===== config.mk =====
export PLATFORM = sky130hd
export DESIGN_NAME = lsu_data_mem
export DESIGN_NICKNAME = d
export VERILOG_FILES = /design/src/rtl/lsu_data_mem_pkg.sv /design/src/rtl/lsu_load_align.sv /design/src/rtl/lsu_data_mem.sv
export SDC_FILE = /design/constraint.sdc
export NUM_CORES = 1
export LEC_CHECK = 0
export ABC_AREA = 1
export CAP_MARGIN = 20
export CELL_PAD_IN_SITES_DETAIL_PLACEMENT = 0
export CELL_PAD_IN_SITES_GLOBAL_PLACEMENT = 1
export CORE_MARGIN = 2
export CORE_UTILIZATION = 34
export DETAILED_ROUTE_END_ITERATION = 7
export PLACE_DENSITY_LB_ADDON = 0.1
export SLEW_MARGIN = 20
export SYNTH_ARGS = -nofsm -noshare
export SYNTH_HDL_FRONTEND = slang
export SYNTH_HIERARCHICAL = 1
export SYNTH_SLANG_ARGS = --single-unit
export TNS_END_PERCENT = 1

===== constraint.sdc =====
create_clock -name clk -period 4.5 [get_ports clk]
set_input_delay 0.9 -clock clk [delete_from_list [all_inputs] [get_ports clk]]
set_output_delay 0.9 -clock clk [all_outputs]
set_load 0.03 [all_outputs]

===== src/rtl/lsu_data_mem_pkg.sv =====
// Shared definitions for the load/store unit.
// Contains the funct3 access-size codes, the FSM state encoding, the width of
// the timeout counter, the captured-request context and a byte-lane helper.
package lsu_data_mem_pkg;

    // funct3 access-size / sign codes
    localparam logic [2:0] F3_B  = 3'b000;
    localparam logic [2:0] F3_H  = 3'b001;
    localparam logic [2:0] F3_W  = 3'b010;
    localparam logic [2:0] F3_BU = 3'b100;
    localparam logic [2:0] F3_HU = 3'b101;

    // Wide enough for the full TIMEOUT_CYCLES range (1..65535)
    localparam int unsigned TMO_W = 16;

    typedef enum logic [1:0] {
        IDLE = 2'd0,
        REQ  = 2'd1,
        RESP = 2'd2
    } lsu_state_t;

    // Request context kept for the whole access
    typedef struct packed {
        logic       is_load;
        logic [2:0] funct3;
        logic [1:0] offset;
    } lsu_ctx_t;

    // Byte enables for an access of the given size at the given byte offset
    function automatic logic [3:0] lane_mask(input logic [2:0] f3, input logic [1:0] off);
        logic [3:0] m;
        case (f3[1:0])
            2'b00:   m = 4'(4'b0001 << off);
            2'b01:   m = 4'(4'b0011 << off);
            default: m = 4'b1111;
        endcase
        return m;
    endfunction

endpackage


===== src/rtl/lsu_load_align.sv =====
// Load-data alignment for the load/store unit.
// Shifts the addressed lane of the memory word down to bit 0 and applies
// sign or zero extension according to funct3.
//   mem_rdata  in  32  raw word from data memory
//   offset     in  2   byte offset of the access (addr[1:0])
//   funct3     in  3   access size/sign code
//   result_c   out 32  aligned, extended load value (combinational)
module lsu_load_align
    import lsu_data_mem_pkg::*;
(
    input  logic [31:0] mem_rdata,
    input  logic [1:0]  offset,
    input  logic [2:0]  funct3,
    output logic [31:0] result_c
);

    logic [31:0] shifted;

    // Move the addressed byte lane down to bit 0
    assign shifted = mem_rdata >> {offset, 3'b000};

    always_comb begin
        result_c = '0;
        case (funct3)
            F3_B:    result_c = {{24{shifted[7]}}, shifted[7:0]};
            F3_H:    result_c = {{16{shifted[15]}}, shifted[15:0]};
            F3_W:    result_c = mem_rdata;
            F3_BU:   result_c = {24'h000000, shifted[7:0]};
            F3_HU:   result_c = {16'h0000, shifted[15:0]};
            default: result_c = '0;
        endcase
    end

endmodule


===== src/rtl/lsu_data_mem.sv =====
// Load/store unit for the MEM stage.
// Accepts a load or store from the pipeline, drives a req/ack data-memory bus
// with byte enables and lane-replicated store data, aligns and extends load
// data, and stalls the pipeline until the access completes or faults.
//   clk, rst             clock, asynchronous active-high reset
//   MemRead, MemWrite    load / store request, sampled in IDLE
//   funct3, addr, wdata  access size/sign, byte address, store data
//   stall                pipeline hold, combinational: busy or accepting
//   done, fault          one-cycle completion pulse and its fault flag
//   load_data            aligned load result, held until the next done
//   mem_req .. mem_wdata data-memory request bus, held until mem_ack
//   mem_ack, mem_rdata   data-memory completion pulse and read data
module lsu_data_mem
    import lsu_data_mem_pkg::*;
#(
    parameter int unsigned TIMEOUT_CYCLES = 255
) (
    input  logic        clk,
    input  logic        rst,
    input  logic        MemRead,
    input  logic        MemWrite,
    input  logic [2:0]  funct3,
    input  logic [31:0] addr,
    input  logic [31:0] wdata,
    output logic        stall,
    output logic        done,
    output logic        fault,
    output logic [31:0] load_data,
    output logic        mem_req,
    output logic        mem_we,
    output logic [31:0] mem_addr,
    output logic [3:0]  mem_be,
    output logic [31:0] mem_wdata,
    input  logic        mem_ack,
    input  logic [31:0] mem_rdata
);

    lsu_state_t        state;
    lsu_ctx_t          ctx;
    logic [TMO_W-1:0]  tmo_cnt;

    logic        accept;
    logic        f3_legal;
    logic        misaligned;
    logic        accept_fault;
    logic        tmo_hit;
    logic [31:0] wdata_rep;
    logic [31:0] aligned_c;

    assign accept = (state == IDLE) && (MemRead || MemWrite);
    assign stall  = (state != IDLE) || accept;

    // Legal funct3 codes; the unsigned variants exist only for loads
    always_comb begin
        f3_legal = 1'b0;
        case (funct3)
            F3_B, F3_H, F3_W: f3_legal = 1'b1;
            F3_BU, F3_HU:     f3_legal = !MemWrite;
            default:          f3_legal = 1'b0;
        endcase
    end

    // Halfwords need 2-byte alignment, words 4-byte alignment
    assign misaligned = ((funct3[1:0] == 2'b01) && addr[0]) ||
                        ((funct3[1:0] == 2'b10) && (addr[1:0] != 2'b00));

    assign accept_fault = (MemRead && MemWrite) || !f3_legal || misaligned;

    // Replicate store data across all lanes so any enabled lane sees it
    always_comb begin
        wdata_rep = wdata;
        case (funct3[1:0])
            2'b00:   wdata_rep = {4{wdata[7:0]}};
            2'b01:   wdata_rep = {2{wdata[15:0]}};
            default: wdata_rep = wdata;
        endcase
    end

    // Last REQ cycle allowed before the access is abandoned
    assign tmo_hit = (tmo_cnt == TMO_W'(TIMEOUT_CYCLES - 1));

    lsu_load_align u_align (
        .mem_rdata (mem_rdata),
        .offset    (ctx.offset),
        .funct3    (ctx.funct3),
        .result_c  (aligned_c)
    );

    // Access FSM with capture registers, timeout counter and registered outputs
    always_ff @(posedge clk or posedge rst) begin
        if (rst) begin
            state     <= IDLE;
            ctx       <= '0;
            tmo_cnt   <= '0;
            done      <= 1'b0;
            fault     <= 1'b0;
            load_data <= '0;
            mem_req   <= 1'b0;
            mem_we    <= 1'b0;
            mem_addr  <= '0;
            mem_be    <= '0;
            mem_wdata <= '0;
        end else begin
            case (state)
                IDLE: begin
                    done  <= 1'b0;
                    fault <= 1'b0;
                    if (accept) begin
                        if (accept_fault) begin
                            // Rejected without touching the bus
                            state     <= RESP;
                            done      <= 1'b1;
                            fault     <= 1'b1;
                            load_data <= '0;
                        end else begin
                            state       <= REQ;
                            tmo_cnt     <= '0;
                            ctx.is_load <= MemRead;
                            ctx.funct3  <= funct3;
                            ctx.offset  <= addr[1:0];
                            mem_req     <= 1'b1;
                            mem_we      <= MemWrite;
                            mem_addr    <= {addr[31:2], 2'b00};
                            mem_be      <= lane_mask(funct3, addr[1:0]);
                            mem_wdata   <= MemWrite ? wdata_rep : 32'h0;
                        end
                    end
                end

                REQ: begin
                    if (mem_ack) begin
                        // Ack wins over a timeout in the same cycle
                        state   <= RESP;
                        tmo_cnt <= '0;
                        mem_req <= 1'b0;
                        done    <= 1'b1;
                        fault   <= 1'b0;
                        if (ctx.is_load) begin
                            load_data <= aligned_c;
                        end
                    end else if (tmo_hit) begin
                        state     <= RESP;
                        tmo_cnt   <= '0;
                        mem_req   <= 1'b0;
                        done      <= 1'b1;
                        fault     <= 1'b1;
                        load_data <= '0;
                    end else begin
                        tmo_cnt <= tmo_cnt + TMO_W'(1);
                    end
                end

                RESP: begin
                    state <= IDLE;
                    done  <= 1'b0;
                    fault <= 1'b0;
                end

                default: begin
                    state   <= IDLE;
                    done    <= 1'b0;
                    fault   <= 1'b0;
                    mem_req <= 1'b0;
                end
            endcase
        end
    end

endmodule

==> impl_metrics.toml, run 1 <==
[outcome]
status = "complete, no violations"

[global_route]
first_pass_grt_wire_length_um = 35800
grt.busiest_layer = "met2"
number_of_global_route_vias_before_repair = 6692
overflow = 0
groute.layer.met3.usage_pct = 5.77
antenna_found_initial = 0
pin_count_of_the_biggest_net_entering_global_routing = 65
grt_use_met2_pct = 33.1
global_routing_usage_on_met1_pct = 27.5
groute.usage.overall_pct = 20.7

[detailed_routing]
drt-initial-drc-count = 343
wirelength_routed_um = 21800
wl_per_cell_um = 15.2
ant_nets = 0
via_per_inst = 4.79
vias = 6868
detail_route.first_pass.iterations = 5
drt_drc_violations_left = 0

[sta]
max_freq_mhz = 301
timing.setup.tns_ns = 0
timing_worst_slew_pin_value_ns = 0.814
final-max-slew-violation-count = 0
part_of_the_cycle_the_worst_path_needs_pct = 73.8
grt_setup_unrepaired = "false"
post-route-worst-setup-slack_ns = 1.18
maxSlewHeadroom_pct = 45.7
finalWorstPathRequiredPeriod_ns = 3.32
report.final.setup_viol = 0
clock-skew-final_ns = 0.0108
timing_hold_violations_final = 0

[synth]
synth_enable_flop_cells = 0
yosys-mux-area-fraction_pct = 0.143
synth_compound_area_share_pct = 6.73
seq_area_frac_synth_pct = 45.1
synth_adder_area_share_pct = 0.358
asyncSetResetFlopFracSynth_pct = 100
synthDistinctLibCells = 32
combinational_family_with_the_most_area_after_synthesis = "simple AND/OR/NAND/NOR gates"
syn-cell-area_um2 = 6990
syn-mean-instance-area_um2 = 7.21
flip_flop_and_latch_count_after_synthesis = 126
synth_xor_xnor_area_share_pct = 0.877
synth_warnings = 6
share_of_synthesized_cell_area_in_and_or_nand_and_nor_gates_pct = 38.5
synth-main-ff-cell = "sky130_fd_sc_hd__dfrtp_1"
synth_cells = 970

[cts]
cts_resized = 0
clock_tree.buffer_depth = 2
cts.htree.levels = 4
tritoncts = "built"
cts_inserted_buffers = 17
cts-hold-fix-buffers = 0
cts_sinks = 126
clkSlewWorstSetupHoldPaths_ns = 0.06
clock-root-buffer = "sky130_fd_sc_hd__clkbuf_16"
cts.repair_timing.setup_buffer_count = 0
worst_skew_pair.late_latency_ns = 0.43

[floorplan]
ioPinCount = 209
floorplan.initialDensity_pct = 34.6
floorplan.rows = 52
dieHeight_um = 147
die_w_um = 147
floorplan.die_area_um2 = 21700
design.core.area_um2 = 20200

[placement]
pre_cts_ws_ns = 0.676
placement.io_buffers = 206
gpl.final_weighted_congestion = 0.817
post-dp-hpwl_um = 15300
placed_cell_area_um2 = 9170

[setup_path]
worst-path-max-fanout = 33
cp_data_arrival_time_ns = 3.64
required_ns = 4.82
worst_setup_path_end_kind = "register"
critical_path.startpoint = "funct3[1]"
timing.rr.start = "state[0]$_DFFE_PP0P_"
crit_path_launch_type = "primary input"
criticalPathCategory = "in2reg"

[pwr]
pwr_density_cell_nw_per_um2 = 636
p_leak_uw = 0.00478
vdd_ir_drop_max_mv = 0.314

[finish]
flow.area_growth_from_synthesis_pct = 39.9
drive_gt1_share_pct = 6.70
design.final.nets = 1257
finalInstanceArea_um2 = 9780
diodes = 0
final.fill_count = 2091

[hold_path]
worst_hold_class = "reg2reg"
holdCritStartpoint = "load_data[23]$_DFFE_PP0P_"

[run]
max_cap_violations = 0
layout by cell type (no fill, tap or decap), drive strengths merged:
cell           synthesis  final
nor2                  78     78
clkinv                 1      4
or2                    1      1
mux2i                  1      1
ha                     2      2
nor3                  10     10
dfrtp                126    126
conb                   1      2
clkbuf                20     18
nand2                400    400
xor2                   7      7
inv                   65     70
o21ai                 78     78
clkdlybuf4s50          0    206
o221ai                 3      3
nand3                 79     79
a21oi                 10     10
nand4                 52     52
buf                   36     11
bufinv                 0      3
clkinvlp               0      3
registers in the layout, indices dropped and copies added (netlist names), 2 cells and up:
signal,cells
load_data,32
mem_wdata,32
mem_addr,30
tmo_cnt,16
ctx,6
mem_be,4
state,2
layout make-up:
cell class / count / area (µm²) / area share (%)
multi-input combinational: 723 / 3270 / 33.4
sequential: 126 / 3150 / 32.2
timing repair buffer: 217 / 2160 / 22.1
clock buffer: 18 / 429 / 4.39
tap: 270 / 338 / 3.45
inverter: 66 / 253 / 2.58
clock inverter: 14 / 181 / 1.85
path summary, 6_finish.rpt:
kind	to	slack, ns	cells after the start
min reg2reg	load_data[23]$_DFFE_PP0P_	0.47	2
max in group asynchronous	load_data[23]$_DFFE_PP0P_	2.66	3
max reg2reg	load_data[28]$_DFFE_PP0P_	1.38	9
min	load_data[23]$_DFFE_PP0P_	0.47	2
max	mem_wdata[28]$_DFFE_PP0P_	1.18	10
min in group asynchronous	mem_addr[14]$_DFFE_PP0P_	0.98	2
cell usage after synthesis (2+ instances only):
cell type / n / area, µm²
sky130_fd_sc_hd__buf_4: 10 / 75.1
sky130_fd_sc_hd__nand4_1: 52 / 325
sky130_fd_sc_hd__inv_1: 58 / 218
sky130_fd_sc_hd__o21ai_1: 30 / 150
sky130_fd_sc_hd__nor2_2: 3 / 18.8
sky130_fd_sc_hd__o21ai_0: 48 / 240
sky130_fd_sc_hd__nor2_1: 74 / 278
sky130_fd_sc_hd__nand2_1: 393 / 1480
sky130_fd_sc_hd__nand3_2: 12 / 120
sky130_fd_sc_hd__nand2_2: 5 / 31.3
sky130_fd_sc_hd__o221ai_1: 3 / 26.3
sky130_fd_sc_hd__nor3_1: 9 / 45.0
sky130_fd_sc_hd__inv_2: 6 / 22.5
sky130_fd_sc_hd__xor2_1: 7 / 61.3
sky130_fd_sc_hd__a21oi_1: 9 / 45.0
sky130_fd_sc_hd__clkbuf_1: 20 / 75.1
sky130_fd_sc_hd__nand2_4: 2 / 22.5
sky130_fd_sc_hd__buf_2: 17 / 85.1
sky130_fd_sc_hd__buf_6: 8 / 90.1
sky130_fd_sc_hd__nand3_1: 66 / 330
sky130_fd_sc_hd__ha_1: 2 / 25.0
sky130_fd_sc_hd__dfrtp_1: 126 / 3150
per-stage QoR:
stage / power, µW / utilization, % / hold slack (ns) / instances
floorplan: 3710 / - / 0.460 / 971
global placement: 4810 / 45.3 / 0.453 / 1402
detailed placement: 4820 / 45.3 / 0.457 / 1402
CTS: 6280 / 48.3 / 0.472 / 1434
global route: 6650 / 48.3 / 0.483 / 1434
finish: 6220 / 48.3 / 0.468 / 1434
power by group:
group | internal, µW | total, µW | switching, µW
clock network | 882 | 1430 | 551
logic | 1110 | 3000 | 1900
registers | 1510 | 1790 | 276
logic make-up (layout without fill, tap and decap cells):
group / after synthesis / after routing
AND/OR/NAND/NOR: 620 / 620
flip-flops: 126 / 126
buffers and inverters: 122 / 315
AO/OA/AOI/OAI: 91 / 91
XOR/XNOR: 7 / 7
adder cells (fa/ha/maj): 2 / 2
other: 1 / 2
multiplexers: 1 / 1
per-layer routing:
layer / routed length [µm] / part of all wire [%] / vias up
li1: - / - / 3480
met4: 254 / 1.2 / 0
met5: 0 / 0 / -
met2: 10200 / 47 / 186
met1: 9900 / 45 / 3183
met3: 1460 / 6.7 / 19
worst max-delay path: stages:
cell                              delay, ns
sky130_fd_sc_hd__clkdlybuf4s50_1       0.61
sky130_fd_sc_hd__inv_2                 0.26
sky130_fd_sc_hd__nand2_4               0.21
sky130_fd_sc_hd__nor2_2                0.06
sky130_fd_sc_hd__nor2_2                0.09
sky130_fd_sc_hd__nand2_2               0.08
sky130_fd_sc_hd__inv_2                 0.06
sky130_fd_sc_hd__buf_4                 0.32
sky130_fd_sc_hd__nand3_2               0.62
sky130_fd_sc_hd__o21ai_0               0.40
(Power assumes the default switching activity.)
==> inputs of run 2 (changes only) <==
clock period = 3.36 ns   (was 4.5 ns; I/O delays follow)
==> impl_metrics.toml, run 2 (synthesis gave the netlist of run 1 again) <==
[detailed_routing]
detail_route.wirelength.met1_um = 9740
wl_per_cell_um = 14.9
drt-initial-drc-count = 424
maxUsedRoutingLayer = "met4"
wirelength_routed_um = 21400
vias = 6765
met2RoutedLength_um = 10000
ant_nets = 0
drt_drc_violations_left = 0
via_per_inst = 4.70
detail_route.first_pass.iterations = 5
wl_met3_um = 1410

[sta]
timing_hold_violations_final = 0
final-max-slew-violation-count = 0
report.final.setup_viol = 0
part_of_the_cycle_the_worst_path_needs_pct = 77.2
holdWs_ns = 0.465
grt_setup_unrepaired = "false"
timing_worst_slew_pin_value_ns = 0.809
timing.setup.tns_ns = 0
post-route-worst-setup-slack_ns = 0.766
maxSlewHeadroom_pct = 46.0
finalWorstPathRequiredPeriod_ns = 2.59
clock-skew-final_ns = 0.0151
max_freq_mhz = 386

[cts]
cts.htree.levels = 4
cts_inserted_buffers = 17
clock_tree.buffer_depth = 2
cts_sinks = 126
clkSlewWorstSetupHoldPaths_ns = 0.05
worst_skew_pair.late_latency_ns = 0.42
cts-hold-fix-buffers = 0
clock-root-buffer = "sky130_fd_sc_hd__clkbuf_16"
tritoncts = "built"
cts.repair_timing.setup_buffer_count = 0
cts_resized = 0

[global_route]
overflow = 0
number_of_global_route_vias_before_repair = 6519
groute.usage.overall_pct = 20.0
pin_count_of_the_biggest_net_entering_global_routing = 56
antenna_found_initial = 0
first_pass_grt_wire_length_um = 34800

[setup_path]
criticalPathCategory = "in2out"
required_ns = 2.69
worst-path-max-fanout = 10
critical_path.reg2reg.endpoint = "load_data[27]$_DFFE_PP0P_"
worst_setup_path_end_kind = "output pin"
cp_slowest_stage_delay_ns = 0.46
crit_path_launch_type = "primary input"
critical-path-slowest-cell = "sky130_fd_sc_hd__clkdlybuf4s50_1"
rr_worst_depth = 10
timing.rr.start = "state[0]$_DFFE_PP0P_"
path_cells = "clkdlybuf4s50_1, nor2_1, nand2_1, buf_4"
cp_data_arrival_time_ns = 1.92
ff2ff_setup_slack_ns = 1.11

[finish]
finalInstanceArea_um2 = 9790
utilization_pct = 48.4
diodes = 0
flow.area_growth_from_synthesis_pct = 40.0
drive_gt1_share_pct = 7.26
layout_top_registers = "load_data (32), mem_wdata (32), mem_addr (30)"
leading_cell_types_in_the_layout_fill_and_taps_excluded = "393 x sky130_fd_sc_hd__nand2_1, 205 x sky130_fd_sc_hd__clkdlybuf4s50_1, 126 x sky130_fd_sc_hd__dfrtp_1"
final_common_cell = "sky130_fd_sc_hd__nand2_1"
design.final.nets = 1263

[placement]
gpl.final_weighted_congestion = 0.828
placement.io_buffers = 206
post-dp-hpwl_um = 15300
pre_cts_ws_ns = 0.537
placed_cell_area_um2 = 9230

[pwr]
p_leak_uw = 0.00478
pwr_density_cell_nw_per_um2 = 833
vdd_ir_drop_max_mv = 0.558
switching_share_of_power_pct = 44.3
power_frac_seq_pct = 29.2
power.share.clock_pct = 21.7
comb_power_share_pct = 49.1
p_switching_uw = 3620
power_report.internal_total_uw = 4540

[floorplan]
ioPinCount = 209
design.core.area_um2 = 20200
die_w_um = 147
dieHeight_um = 147
floorplan.rows = 52
floorplan.initialDensity_pct = 34.6
floorplan.die_area_um2 = 21700

[hold_path]
worst_hold_path.num_cells = 2
timing.hold.worst_endpoint = "load_data[19]$_DFFE_PP0P_"
holdCritStartpoint = "load_data[19]$_DFFE_PP0P_"
worst_hold_class = "reg2reg"

[run]
max_cap_violations = 0

[outcome]
status = "complete, no violations"
## run 2: power by group through the flow
stage | registers, µW | clock network (µW) | logic (µW)
4_1_cts | 2390 | 1810 | 4060
3_3_place_gp | 2390 | 0 | 4040
2_1_floorplan | 3220 | 0 | 1750
3_5_place_dp | 2390 | 0 | 4040
5_1_grt | 2460 | 1890 | 4390
6_report | 2380 | 1770 | 4010
## run 2: worst max-delay path by stage
stage,start,endpoint,slack [ns],cells past startpoint
2_1_floorplan,rst,ctx[0]$_DFFE_PP0P_,1.13,1
3_3_place_gp,funct3[1],load_data[11]$_DFFE_PP0P_,0.61,11
3_5_place_dp,funct3[1],load_data[16]$_DFFE_PP0P_,0.54,11
4_1_cts,MemWrite,stall,0.78,4
5_1_grt,MemWrite,stall,0.67,4
6_report,MemWrite,stall,0.77,4
## run 2: cell type report
class	count	area (µm²)
flip-flops and latches	126	3150
clock inverters	14	135
inverters	66	254
fillers	2053	10400
well taps	270	338
clock buffers	18	429
repair buffers	223	2210
multi-input cells	723	3270
## run 2: per-stage QoR
| stage | cells | total power, µW |
|---|---|---|
| after global placement | 1408 | 6440 |
| final | 1440 | 8160 |
| after global routing | 1440 | 8730 |
| after detailed placement | 1408 | 6440 |
| after floorplan | 971 | 4970 |
| after CTS | 1440 | 8250 |
## run 2: layer usage
layer  track usage [%]  vias up
met2              31.6      149
met1              26.9     3108
li1                  -     3493
met3              6.08       15
met4              4.86        0
met5                 0        -
## run 2: critical path: cells and delay by family
family | cells | cell delay [ns]
buffers and inverters | 2 | 0.74
and+or+nand+nor | 2 | 0.50
==> inputs of run 3 (changes only) <==
clock period = 2.5 ns   (was 3.36 ns; I/O delays follow)
==> impl_metrics.toml, run 3 (synthesis gave the netlist of run 1 again) <==
[detailed_routing]
detail_route.first_pass.iterations = 4
drt-initial-drc-count = 345
via_per_inst = 4.69
wirelength_routed_um = 21500
wl_per_cell_um = 14.9
ant_nets = 0
vias = 6781
drt_drc_violations_left = 0

[global_route]
overflow = 0
pin_count_of_the_biggest_net_entering_global_routing = 127
first_pass_grt_wire_length_um = 35900
antenna_found_initial = 0
number_of_global_route_vias_before_repair = 6808
groute.usage.overall_pct = 20.5

[sta]
timing_worst_slew_pin_value_ns = 0.728
part_of_the_cycle_the_worst_path_needs_pct = 83.5
finalWorstPathRequiredPeriod_ns = 2.09
max_freq_mhz = 479
grt_setup_unrepaired = "false"
timing_hold_violations_final = 0
clock-skew-final_ns = 0.0129
final-max-slew-violation-count = 0
timing.setup.tns_ns = 0
maxSlewHeadroom_pct = 51.5
report.final.setup_viol = 0

[pwr]
pwr_density_cell_nw_per_um2 = 1150
vdd_ir_drop_max_mv = 0.519
p_leak_uw = 0.00487
total_power_uw = 11400

[finish]
utilization_pct = 49.2
design.final.nets = 1269
final_common_cell = "sky130_fd_sc_hd__nand2_1"
drive_gt1_share_pct = 7.82
layout_top_registers = "load_data (32), mem_wdata (32), mem_addr (30)"
fin_cells = 1446
flow.area_growth_from_synthesis_pct = 42.2
leading_cell_types_in_the_layout_fill_and_taps_excluded = "393 x sky130_fd_sc_hd__nand2_1, 205 x sky130_fd_sc_hd__clkdlybuf4s50_1, 126 x sky130_fd_sc_hd__dfrtp_1"
diodes = 0

[cts]
clkSlewWorstSetupHoldPaths_ns = 0.06
cts_inserted_buffers = 17
cts_resized = 0
cts_sinks = 126
cts-hold-fix-buffers = 0
tritoncts = "built"
clock-root-buffer = "sky130_fd_sc_hd__clkbuf_16"
cts.repair_timing.setup_buffer_count = 0
cts.htree.levels = 4
clock_tree.buffer_depth = 2
worst_skew_pair.late_latency_ns = 0.42

[run]
max_cap_violations = 0

[floorplan]
dieHeight_um = 147
ioPinCount = 209
floorplan.die_area_um2 = 21700
die_w_um = 147
floorplan.rows = 52
design.core.area_um2 = 20200
floorplan.initialDensity_pct = 34.6

[placement]
gpl.final_weighted_congestion = 0.829
place.detailed.instances = 1414
placement.io_buffers = 206
post-dp-hpwl_um = 15100

[setup_path]
cp_slowest_stage_delay_ns = 0.46
critical-path-slowest-cell = "sky130_fd_sc_hd__clkdlybuf4s50_1"
cp_data_arrival_time_ns = 1.59
criticalPathCategory = "in2out"
crit_family = "buffers and inverters"
worst_setup_path_end_kind = "output pin"
timing.critical_path.buf_inv = 2
crit_path_launch_type = "primary input"
worst-path-max-fanout = 4
required_ns = 2.00
path_cells = "clkdlybuf4s50_1, nor2_1, nand2_1, buf_4"

[outcome]
status = "complete, no violations"

[hold_path]
worst_hold_class = "reg2reg"
[run 3: cell types whose count changed in the layout (fill, tap and decap cells not counted), sizes merged]
cell | before | now
buf | 18 | 24
bufinv | 1 | 4
clkinvlp | 5 | 2
inv | 69 | 72
clkinv | 5 | 3
clkbuf | 18 | 17
[run 3: final cells by class]
class	count	area (µm²)
Fill cell	2048	10300
Multi-Input combinational cell	723	3270
Sequential cell	126	3150
Timing Repair Buffer	229	2280
Clock buffer	17	425
Tap cell	270	338
Inverter	66	254
Clock inverter	15	223
[run 3: report_power, final]
| part | internal [µW] | switching (µW) |
|---|---|---|
| Combinational | 2060 | 3440 |
| Sequential | 2720 | 437 |
| Clock | 1710 | 1080 |
[run 3: final timing paths]
kind,from,end,slack (ns),depth (start not counted)
setup / recovery,MemWrite,stall,0.41,4
hold / removal,load_data[20]$_DFFE_PP0P_,load_data[20]$_DFFE_PP0P_,0.47,2
setup reg to reg,ctx[0]$_DFFE_PP0P_,load_data[30]$_DFFE_PP0P_,0.60,10
hold reg to reg,load_data[20]$_DFFE_PP0P_,load_data[20]$_DFFE_PP0P_,0.47,2
max in group asynchronous,rst,load_data[21]$_DFFE_PP0P_,1.33,3
min in group asynchronous,rst,tmo_cnt[3]$_DFFE_PP0P_,0.57,3
[run 3: routing by layer]
metal / part of all wire [%] / GRT usage, % / vias up
li1: - / - / 3497
met1: 46 / 27.0 / 3117
met2: 46 / 32.4 / 149
met3: 7.0 / 6.64 / 18
met4: 1.3 / 6.25 / 0
met5: 0 / 0 / -
[run 3: stage by stage]
step / hold slack, ns / cell area [µm²] / setup slack, ns
4_1_cts: 0.473 / 9950 / 0.409
2_1_floorplan: 0.460 / 7000 / 0.447
6_report: 0.467 / 9950 / 0.411
5_1_grt: 0.491 / 9950 / 0.311
3_5_place_dp: 0.458 / 9300 / 0.245
3_3_place_gp: 0.452 / 9300 / 0.276
[run 3: worst min-delay path, stage by stage (launching register included)]
cell and delay, ns:
sky130_fd_sc_hd__dfrtp_1 0.34, sky130_fd_sc_hd__nand2_1 0.05, sky130_fd_sc_hd__nand2_1 0.04
